[config.mk]
export PLATFORM = sky130hd
export DESIGN_NAME = code_window_counter
export DESIGN_NICKNAME = d
export VERILOG_FILES = /design/src/rtl/code_window_counter.sv
export SDC_FILE = /design/constraint.sdc
export NUM_CORES = 1
export LEC_CHECK = 0
export ABC_CLOCK_PERIOD_IN_PS = 2100
export CAP_MARGIN = 20
export CORE_MARGIN = 5
export CORE_UTILIZATION = 57
export DETAILED_ROUTE_END_ITERATION = 6
export PLACE_DENSITY = 0.8
export SYNTH_ARGS = -nofsm -noshare
export SYNTH_HDL_FRONTEND = slang
export SYNTH_SLANG_ARGS = --single-unit
[constraint.sdc]
create_clock -name sys_clk -period 2.1 [get_ports sys_clk]
set_input_delay 0.21 -clock sys_clk [delete_from_list [all_inputs] [get_ports sys_clk]]
set_output_delay 0.21 -clock sys_clk [all_outputs]
set_load 0.05 [all_outputs]
[src/rtl/code_window_counter.sv]
// Per-window histogram of 2-bit classification codes. The result is held
// behind a valid/ack handshake, and a sticky overrun flag marks dropped windows.
module code_window_counter #(
  parameter int unsigned window    = 1024,
  parameter int unsigned cnt_width = 16
) (
  input  logic                 sys_clk,
  input  logic                 sys_rst_n,
  input  logic                 enable,
  input  logic                 sample_stb,
  input  logic [1:0]           code,
  output logic                 res_valid,
  input  logic                 res_ack,
  output logic [cnt_width-1:0] cnt_zero,
  output logic [cnt_width-1:0] cnt_a,
  output logic [cnt_width-1:0] cnt_b,
  output logic [cnt_width-1:0] cnt_other,
  output logic                 overrun,
  input  logic                 ovr_clr
);

  localparam logic [cnt_width-1:0] LAST = cnt_width'(window - 1);

  logic [cnt_width-1:0] r_acc [4];
  logic [cnt_width-1:0] r_scnt;
  logic [cnt_width-1:0] w_final [4];
  logic                 w_done;
  logic                 w_buf_free;

  assign w_done     = enable && sample_stb && (r_scnt == LAST);
  assign w_buf_free = !res_valid || res_ack;

  // Final counts include the completing sample itself.
  always_comb begin
    for (int unsigned k = 0; k < 4; k++) begin
      w_final[k] = r_acc[k];
      if (code == 2'(k)) w_final[k] = r_acc[k] + 1'b1;
    end
  end

  always_ff @(posedge sys_clk or negedge sys_rst_n) begin
    if (!sys_rst_n) begin
      for (int unsigned k = 0; k < 4; k++) r_acc[k] <= '0;
      r_scnt    <= '0;
      res_valid <= 1'b0;
      cnt_zero  <= '0;
      cnt_a     <= '0;
      cnt_b     <= '0;
      cnt_other <= '0;
      overrun   <= 1'b0;
    end else begin
      if (!enable || w_done) begin
        for (int unsigned k = 0; k < 4; k++) r_acc[k] <= '0;
        r_scnt <= '0;
      end else if (sample_stb) begin
        r_acc[code] <= w_final[code];
        r_scnt      <= r_scnt + 1'b1;
      end

      // A load on the ack edge keeps res_valid high with no gap.
      if (w_done && w_buf_free) begin
        res_valid <= 1'b1;
        cnt_zero  <= w_final[0];
        cnt_a     <= w_final[1];
        cnt_b     <= w_final[2];
        cnt_other <= w_final[3];
      end else if (res_valid && res_ack) begin
        res_valid <= 1'b0;
      end

      if (w_done && !w_buf_free) overrun <= 1'b1;
      else if (ovr_clr)          overrun <= 1'b0;
    end
  end

endmodule

==> After elaboration in Yosys (flattened, before gate mapping) <==
Index checks and enable logic that the tools add are counted.
W data, S select, Z words.
{ "op_classes": {"add_sub_neg": 5, "n_lt_le_gt_ge": 2, "eq_ne": 4, "n_mux": 18, "bitwise_logic": 1, "reduce_logical": 15} }
{ "op_table": {"columns": ["cell", "count"], "rows": [
  ["$mux W16", 9],
  ["$mux W64", 2],
  ["$add A16 B1 Y16 const B", 5],
  ["$bwmux W64", 1],
  ["$bmux W16 S2", 1],
  ["$demux W16 S2", 1],
  ["$eq A16 B10 Y1 const B", 1],
  ["$logic_and A1 B1 Y1", 6],
  ["$reduce_bool A2 Y1", 3],
  ["$eq A2 B2 Y1 const B", 2],
  ["$mux W1", 4],
  ["$ge A3 B3 Y1 const B", 1],
  ["$logic_not A1 Y1", 3],
  ["$lt A3 B1 Y1 const B", 1],
  ["$not A2 Y3", 1],
  ["$eq A2 B1 Y1 const B", 1],
  ["$logic_not A2 Y1", 1],
  ["$logic_or A1 B1 Y1", 2]
]} }
{ "word_totals": {"reg_bits": 146, "out_inout_bits": 66, "word_cells": 56} }

==> Depth between registers and ports, before layout <==
Gate-level depths: netlist of the first run.
{ "depth": {"depth_word": 8, "mapped_depth": 8, "ltp_nobuf": 6} }

==> Worst setup path after synthesis of the first run <==
OpenSTA, ideal clock, no wires.
{ "synth_path": {"path_type": "reg-to-reg", "start": "register r_scnt[10]", "end": "register cnt_a[0]", "setup_ns": 0.132, "t_arrival_ns": 1.795, "slack_ns": 0.172, "stages_incl_launch_ff": 8, "n_path_buf": 2, "cell_sequence": "dfrtp_1 or4b_1 nor4_4 nand3_2 buf_6 buf_2 nand2_1 o21ai_1"} }
{ "synth_via": {"elab_chain_cells": 3} }
{ "synth_lines": {"columns": ["element", "line_no", "rtl"], "rows": [
  ["start: declaration", "25", "logic [cnt_width-1:0] r_scnt;"],
  ["start signal: assignment", "57", "r_scnt <= r_scnt + 1'b1;"],
  ["$eq A16 B10 Y1", "30", "assign w_done = enable && sample_stb && (r_scnt == LAST);"],
  ["$logic_and A1 B1 Y1", "30", null],
  ["$logic_and A1 B1 Y1", "61", "if (w_done && w_buf_free) begin"],
  ["end signal: assignment", "64", "cnt_a <= w_final[1];"],
  ["end: declaration", "15", "output logic [cnt_width-1:0] cnt_a,"]
]} }
No other way between the ends.
A chain may end at the register's enable or synchronous reset.

==> Worst setup path after layout of the first run <==
{ "layout_path": {"start": "register r_scnt[0]", "end": "register r_acc[13] (netlist name)"} }
{ "layout_via": {"elab_chain_cells": 4} }
{ "layout_lines": {"columns": ["element", "line_no", "rtl"], "rows": [
  ["$eq A16 B10 Y1 *", "30", null],
  ["$logic_and A1 B1 Y1 *", "30", null],
  ["$logic_or A1 B1 Y1 *", "52", "if (!enable || w_done) begin"],
  ["$mux W64 or $reduce_bool A2 Y1 (tied branches)", null, null],
  ["end signal: indexed assignment", "56", "r_acc[code] <= w_final[code];"],
  ["end: declaration", "24", "logic [cnt_width-1:0] r_acc [4];"]
]} }
Every way passes the cells marked *; elsewhere a longest branch is shown, timed or not.

==> results of run 1 <==
[state kept, by name (all words and copies together), names as in the netlist]
register	count
cnt_a	16
cnt_b	16
cnt_other	16
cnt_zero	16
overrun	1
r_acc	64
r_scnt	16
res_valid	1
[critical path, stage by stage, from the launching register on]
cell and delay, ns:
dfrtp_1 0.39, ha_1 0.21, nand4_1 0.18, nor3_2 0.39, buf_4 0.21, nand2_2 0.07, nand2_4 0.15, buf_4 0.22
o22ai_1 0.11
[report_power, final]
group	internal [W]	switching (W)	total, W
sequential	0.00283	0.0000275	0.00286
combinational	0.000117	0.000199	0.000316
clock	0.00234	0.00113	0.00347
[metrics by stage]
stage / setup TNS [ns] / total power (W)
global route: -0.0410 / 0.00684
detailed placement: -12.55 / 0.00321
CTS: 0 / 0.00666
floorplan: 0 / 0.00304
global placement: -5.32 / 0.00320
finish: 0 / 0.00664
[cells in the mapped netlist, types with 3 or more instances]
cell      count
xor2_1       54
nand4_1      36
nand2b_1      4
nor2_1       99
nand2_1     125
buf_2        17
mux2i_1      14
buf_1         3
clkbuf_1     27
and4_1        4
o22ai_1       9
ha_1          5
o21ai_0      15
nand4b_1      4
o21ai_1      49
dfrtp_1     146
mux2_4        3
and2_1       11
and3_1        9
nor4_1       16
nor3_1       24
xnor2_1      71
nand3_1      24
inv_1         5
a21oi_1       9
[logic make-up after synthesis]
| family | count (synthesis) |
|---|---|
| XOR/XNOR | 125 |
| adder cells (fa/ha/maj) | 5 |
| AO/OA/AOI/OAI | 84 |
| AND/OR/NAND/NOR | 373 |
| flip-flops | 146 |
| buffers and inverters | 54 |
| multiplexers | 17 |
[layer usage]
layer / vias to the layer above / global-route usage
li1: 2976 / -
met5: - / 0
met2: 170 / 0.413
met1: 3126 / 0.292
met3: 46 / 0.0549
met4: 0 / 0.0948
[timing repair]
item                                    4_1_cts  5_1_grt
endpoints found under the hold margin        58        0
resized for setup                             0        6
setup buffers                                 0        1
endpoints found under the setup margin        0       18
hold buffers                                  1        0
[cell type report]
cell class	count	area, µm²	area share
flip-flops and latches	146	3650	0.379
multi-input cells	604	3590	0.373
repair buffers	157	1470	0.153
clock buffers	21	480	0.0499
well taps	172	215	0.0223
clock inverters	10	203	0.0210
inverters	5	18.8	0.00195
[how the worst min path moves through the flow]
stage | startpoint | end | slack [ns]
after floorplan | sys_rst_n | cnt_a[0] | -0.09
after global placement | sys_rst_n | cnt_b[5] | 0.22
after detailed placement | sys_rst_n | cnt_b[3] | 0.23
after CTS | sys_rst_n | cnt_b[7] | 0.35
after global routing | ovr_clr | overrun | 0.36
final | sys_rst_n | cnt_b[7] | 0.35
==> results.sh, run 1 <==
export IMPL_synth_top_area_frac=0.490
export IMPL_synth_largest_area_cell="dfrtp_1"
export IMPL_clockBufferDepth=2
export IMPL_grt_use_total=0.240
export IMPL_vias_per_cell=5.67
export IMPL_hp_class="input port to async pin"
export IMPL_clk_latency_ns=0.43
export IMPL_fmaxAchievable_mhz=487
export IMPL_cp_end_kind="flip-flop"
export IMPL_synth_top_family_by_area="simple AND/OR/NAND/NOR gates"
export IMPL_yosys_warnings=0
export IMPL_grt_pass1_vias=6416
export IMPL_timing_hold_ws_ns=0.349
export IMPL_gp_congestion=0.899
export IMPL_yosysSeqAreaShare=0.490
export IMPL_synthFlopType="dfrtp_1"
export IMPL_ant_nets=0
export IMPL_placed_area_mm2=0.00888
export IMPL_core_mm2=0.0127
export IMPL_fin_cells=1115
export IMPL_wl_um=18400
export IMPL_cp_data_required_time_ns=2.40
export IMPL_max_slew_worst_pin_slew_ns=0.576
export IMPL_hpwl_um=12700
export IMPL_synth_compound_area_frac=0.0586
export IMPL_syn_area_per_cell_um2=9.27
export IMPL_p_leak_nw=3.94
export IMPL_setup_worst_path_start_class="flip-flop"
export IMPL_synthSimpleGateAreaFrac=0.239
export IMPL_r2r_start="r_scnt[0]"
export IMPL_r2r_slack_ns=0.04
export IMPL_diodes=0
export IMPL_final_common_cell="dfrtp_1"
export IMPL_nets=944
export IMPL_syn_nets=817
export IMPL_die_h_um=124
export IMPL_r2r_cells=8
export IMPL_cts_max_level=4
export IMPL_cts_buffers=17
export IMPL_power_density_mw_per_mm2=689
export IMPL_drc=0
export IMPL_finalCriticalPeriod_ns=2.06
export IMPL_root_buffer="clkbuf_16"
export IMPL_avgRoutedWirePerCell_um=16.5
export IMPL_synth_mux_area_frac=0.0248
export IMPL_synth_distinct_cells=40
export IMPL_grt_max_degree=63
export IMPL_syn_area_mm2=0.00745
export IMPL_met2_wirelength_um=9500
export IMPL_grt_pass1_wl_um=30800
export IMPL_peakVddDrop_v=0.000540
export IMPL_synth_async_reset_ratio=1.00
export IMPL_clock_skew_final_ns=0.00563
export IMPL_reg2reg_to="r_acc[13]"
export IMPL_synth_adder_area_share=0.00839
export IMPL_drv_slew=0
export IMPL_drt_met1_wl_um=7650
export IMPL_dp_slack_ns=-0.162
export IMPL_fillers=895
export IMPL_drt_pre_antenna_iters=5
export IMPL_period_share=0.979
export IMPL_syn_to_final_growth_pct=29.3
export IMPL_ys_seq_elements=146
export IMPL_dr_wl_met3_um=844
export IMPL_dp_cells=1081
export IMPL_drive_gt1_frac=0.136
export IMPL_drtIter0Drc=506
export IMPL_fin_ws_ns=0.0446
export IMPL_synth_edf_count=0
export IMPL_cts_sinks=146
export IMPL_synth_xor_area_frac=0.147
export IMPL_fp_dieW_um=124
export IMPL_endpoint="r_acc[13]"
export IMPL_finalInstanceArea_mm2=0.00964
export IMPL_crit_arrival_ns=2.36
export IMPL_outcome="finished clean"
export IMPL_cp_max_fo=11
export IMPL_synthCells=804
export IMPL_rows=41
export IMPL_worst_setup_path_type="flip-flop to flip-flop"
export IMPL_synth_area_leaders="dfrtp_1 (49%), xnor2_1 (8.3%), xor2_1 (6.3%)"
export IMPL_drv_cap=0
export IMPL_boundaryPins=74
export IMPL_cts_tree="done"
export IMPL_grt_overflow=0
export IMPL_antenna_found_initial=0
export IMPL_dieArea_mm2=0.0155
export IMPL_setup_viol=0
export IMPL_top_layer_used="met4"
export IMPL_start_util=0.586
export IMPL_clk_pin_slew_worst_paths_ns=0.06
export IMPL_portBuffers=73
export IMPL_finalHoldViolCount=0
export IMPL_vias=6318
export IMPL_relSlewSlack=0.616
export IMPL_critPathLaunch="r_scnt[0]"
export IMPL_final_cell_mix="dfrtp_1 (146), nand2_1 (124), nor2_1 (99)"
export IMPL_final_util=0.757
Note: power is estimated with default switching activity, not from simulation.
==> run 2: changes to the inputs <==
Settings changed: ABC_CLOCK_PERIOD_IN_PS 2100 to default.
==> results of run 2 <==
Same layout as run 1: the final DEF is identical, and so are final timing and power.
==> run 3: changes to the inputs <==
Settings changed: CORE_MARGIN 5 to default, CORE_UTILIZATION 57 to 60, PLACE_DENSITY 0.8 to 0.83.
Clock period 2.1 ns to 2.6 ns, I/O delays scaled along.
==> run 3 against run 2 <==
Net effect:
- final cell count decreased by 5.7%
- utilization decreased by 0.64 points
- hold slack better by 0.026 ns
- setup slack gained 0.31 ns
- non-clock buffer count shrank 60
- fmax down 8.5%
- critical endpoint is now r_acc[45]
- largest cell class unchanged
==> results.sh, run 3 (synthesis gave the netlist of run 1 again) <==
export IMPL_outcome="finished clean"
export IMPL_clk_latency_ns=0.43
export IMPL_relSlewSlack=0.607
export IMPL_finalHoldViolCount=0
export IMPL_start_util=0.618
export IMPL_fmaxAchievable_mhz=445
export IMPL_r2r_cells=7
export IMPL_diodes=0
export IMPL_clk_pin_slew_worst_paths_ns=0.06
export IMPL_reg2reg_to="r_acc[45]"
export IMPL_dp_slack_ns=0.177
export IMPL_final_common_cell="dfrtp_1"
export IMPL_die_h_um=113
export IMPL_drc=0
export IMPL_finalCriticalPeriod_ns=2.25
export IMPL_p_leak_nw=3.60
export IMPL_top_register="r_acc"
export IMPL_switching_power_w=0.00111
export IMPL_hpwl_um=11000
export IMPL_gp_congestion=0.880
export IMPL_internal_power_w=0.00403
export IMPL_fin_ws_ns=0.353
export IMPL_cts_tree="done"
export IMPL_grt_use_total=0.277
export IMPL_ctsResizeCount=0
export IMPL_largest_reg_flops=64
export IMPL_wl_um=16500
export IMPL_vias_per_cell=5.67
export IMPL_p_total_w=0.00514
export IMPL_hp_class="input port to async pin"
export IMPL_r2r_start="r_scnt[0]"
export IMPL_grt_pass1_vias=5929
export IMPL_portBuffers=73
export IMPL_nets=884
export IMPL_setup_worst_path_start_class="flip-flop"
export IMPL_worst_setup_path_type="flip-flop to flip-flop"
export IMPL_period_share=0.864
export IMPL_drv_slew=0
export IMPL_root_buffer="clkbuf_16"
export IMPL_cts_buffers=17
export IMPL_r2r_slack_ns=0.35
export IMPL_cp_max_fo=47
export IMPL_pwr_share_seq=0.449
export IMPL_finalSetupTns_ns=0
export IMPL_cts_setup_buffers=0
export IMPL_cp_data_required_time_ns=2.90
export IMPL_cts_max_level=4
export IMPL_max_slew_worst_pin_slew_ns=0.584
export IMPL_antenna_found_initial=0
export IMPL_combPwrFrac=0.043
export IMPL_final_cell_mix="dfrtp_1 (146), nand2_1 (124), nor2_1 (99)"
export IMPL_fin_cells=1051
export IMPL_dp_cells=1019
export IMPL_core_mm2=0.0121
export IMPL_cp_end_kind="flip-flop"
export IMPL_syn_to_final_growth_pct=21.5
export IMPL_avgRoutedWirePerCell_um=15.7
export IMPL_rows=40
export IMPL_drt_pre_antenna_iters=5
export IMPL_rsz0062_at_grt="no"
export IMPL_p_clk_frac=0.507
export IMPL_p_sw_frac=0.215
export IMPL_power_density_mw_per_mm2=568
export IMPL_drv_cap=0
export IMPL_grt_pass1_wl_um=28000
export IMPL_crit_arrival_ns=2.55
export IMPL_ant_nets=0
export IMPL_fp_dieW_um=113
export IMPL_cts_sinks=146
export IMPL_drive_gt1_frac=0.0713
export IMPL_boundaryPins=74
export IMPL_setup_viol=0
export IMPL_dieArea_mm2=0.0129
export IMPL_grt_max_degree=68
export IMPL_drtIter0Drc=523
export IMPL_grt_overflow=0
export IMPL_clockBufferDepth=2
export IMPL_peakVddDrop_v=0.000387
export IMPL_vias=5964
export IMPL_clock_skew_final_ns=0.00942
[run 3: cell count changes in the layout (fill, tap and decap cells not counted), sizes merged]
| cell | previous run | this run |
|---|---|---|
| buf | 83 | 24 |
| clkinvlp | 1 | 2 |
| bufinv | 6 | 4 |
[run 3: how the worst max path moves through the flow]
stage	startpoint	endpoint	slack, ns	cells past startpoint
finish	r_scnt[0]	r_acc[45]	0.35	7
global route	r_scnt[0]	r_acc[45]	0.22	7
CTS	r_scnt[0]	r_acc[45]	0.34	7
detailed placement	sample_stb	r_acc[45]	0.18	7
global placement	enable	r_acc[45]	0.29	7
floorplan	r_scnt[10]	cnt_a[0]	0.67	7
[run 3: power groups by stage]
stage,Clock [W],Sequential (W),Combinational (W)
after floorplan,0,0.00234,0.000114
after global placement,0,0.00235,0.000212
after detailed placement,0,0.00235,0.000220
after CTS,0.00262,0.00231,0.000224
after global routing,0.00273,0.00231,0.000246
final,0.00261,0.00231,0.000223
[run 3: what timing repair did]
| action | in CTS | in global routing |
|---|---|---|
| hold buffers | 1 | 0 |
| endpoints found under the hold margin | 54 | 0 |
| setup endpoints to repair | 0 | 0 |
[run 3: critical path: stages, from the launching register on]
cell	delay (ns)
dfrtp_1	0.40
ha_1	0.20
nand4_1	0.22
nor3_2	0.52
nand2_2	0.23
nand2_2	0.19
buf_12	0.25
o22ai_1	0.12
[run 3: area by class of cell]
class	count	area [µm²]
Sequential cell	146	3650
Timing Repair Buffer	97	977
Inverter	5	18.8
Multi-Input combinational cell	604	3570
Clock buffer	22	474
Clock inverter	9	154
Fill cell	823	3000
Tap cell	168	210
[run 3: per-layer routing]
layer / track usage / wire, µm / vias up
li1: - / - / 2857
met1: 0.355 / 7160 / 2883
met2: 0.469 / 8200 / 190
met3: 0.0537 / 821 / 34
met4: 0.106 / 334 / 0
met5: 0 / 0 / -
[run 3: metrics by stage]
stage,util,hold slack [ns],cell area (µm²)
2_1_floorplan,-,-0.0356,7450
3_3_place_gp,0.698,0.249,8420
3_5_place_dp,0.698,0.257,8420
4_1_cts,0.751,0.387,9060
5_1_grt,0.751,0.425,9060
6_report,0.751,0.374,9060
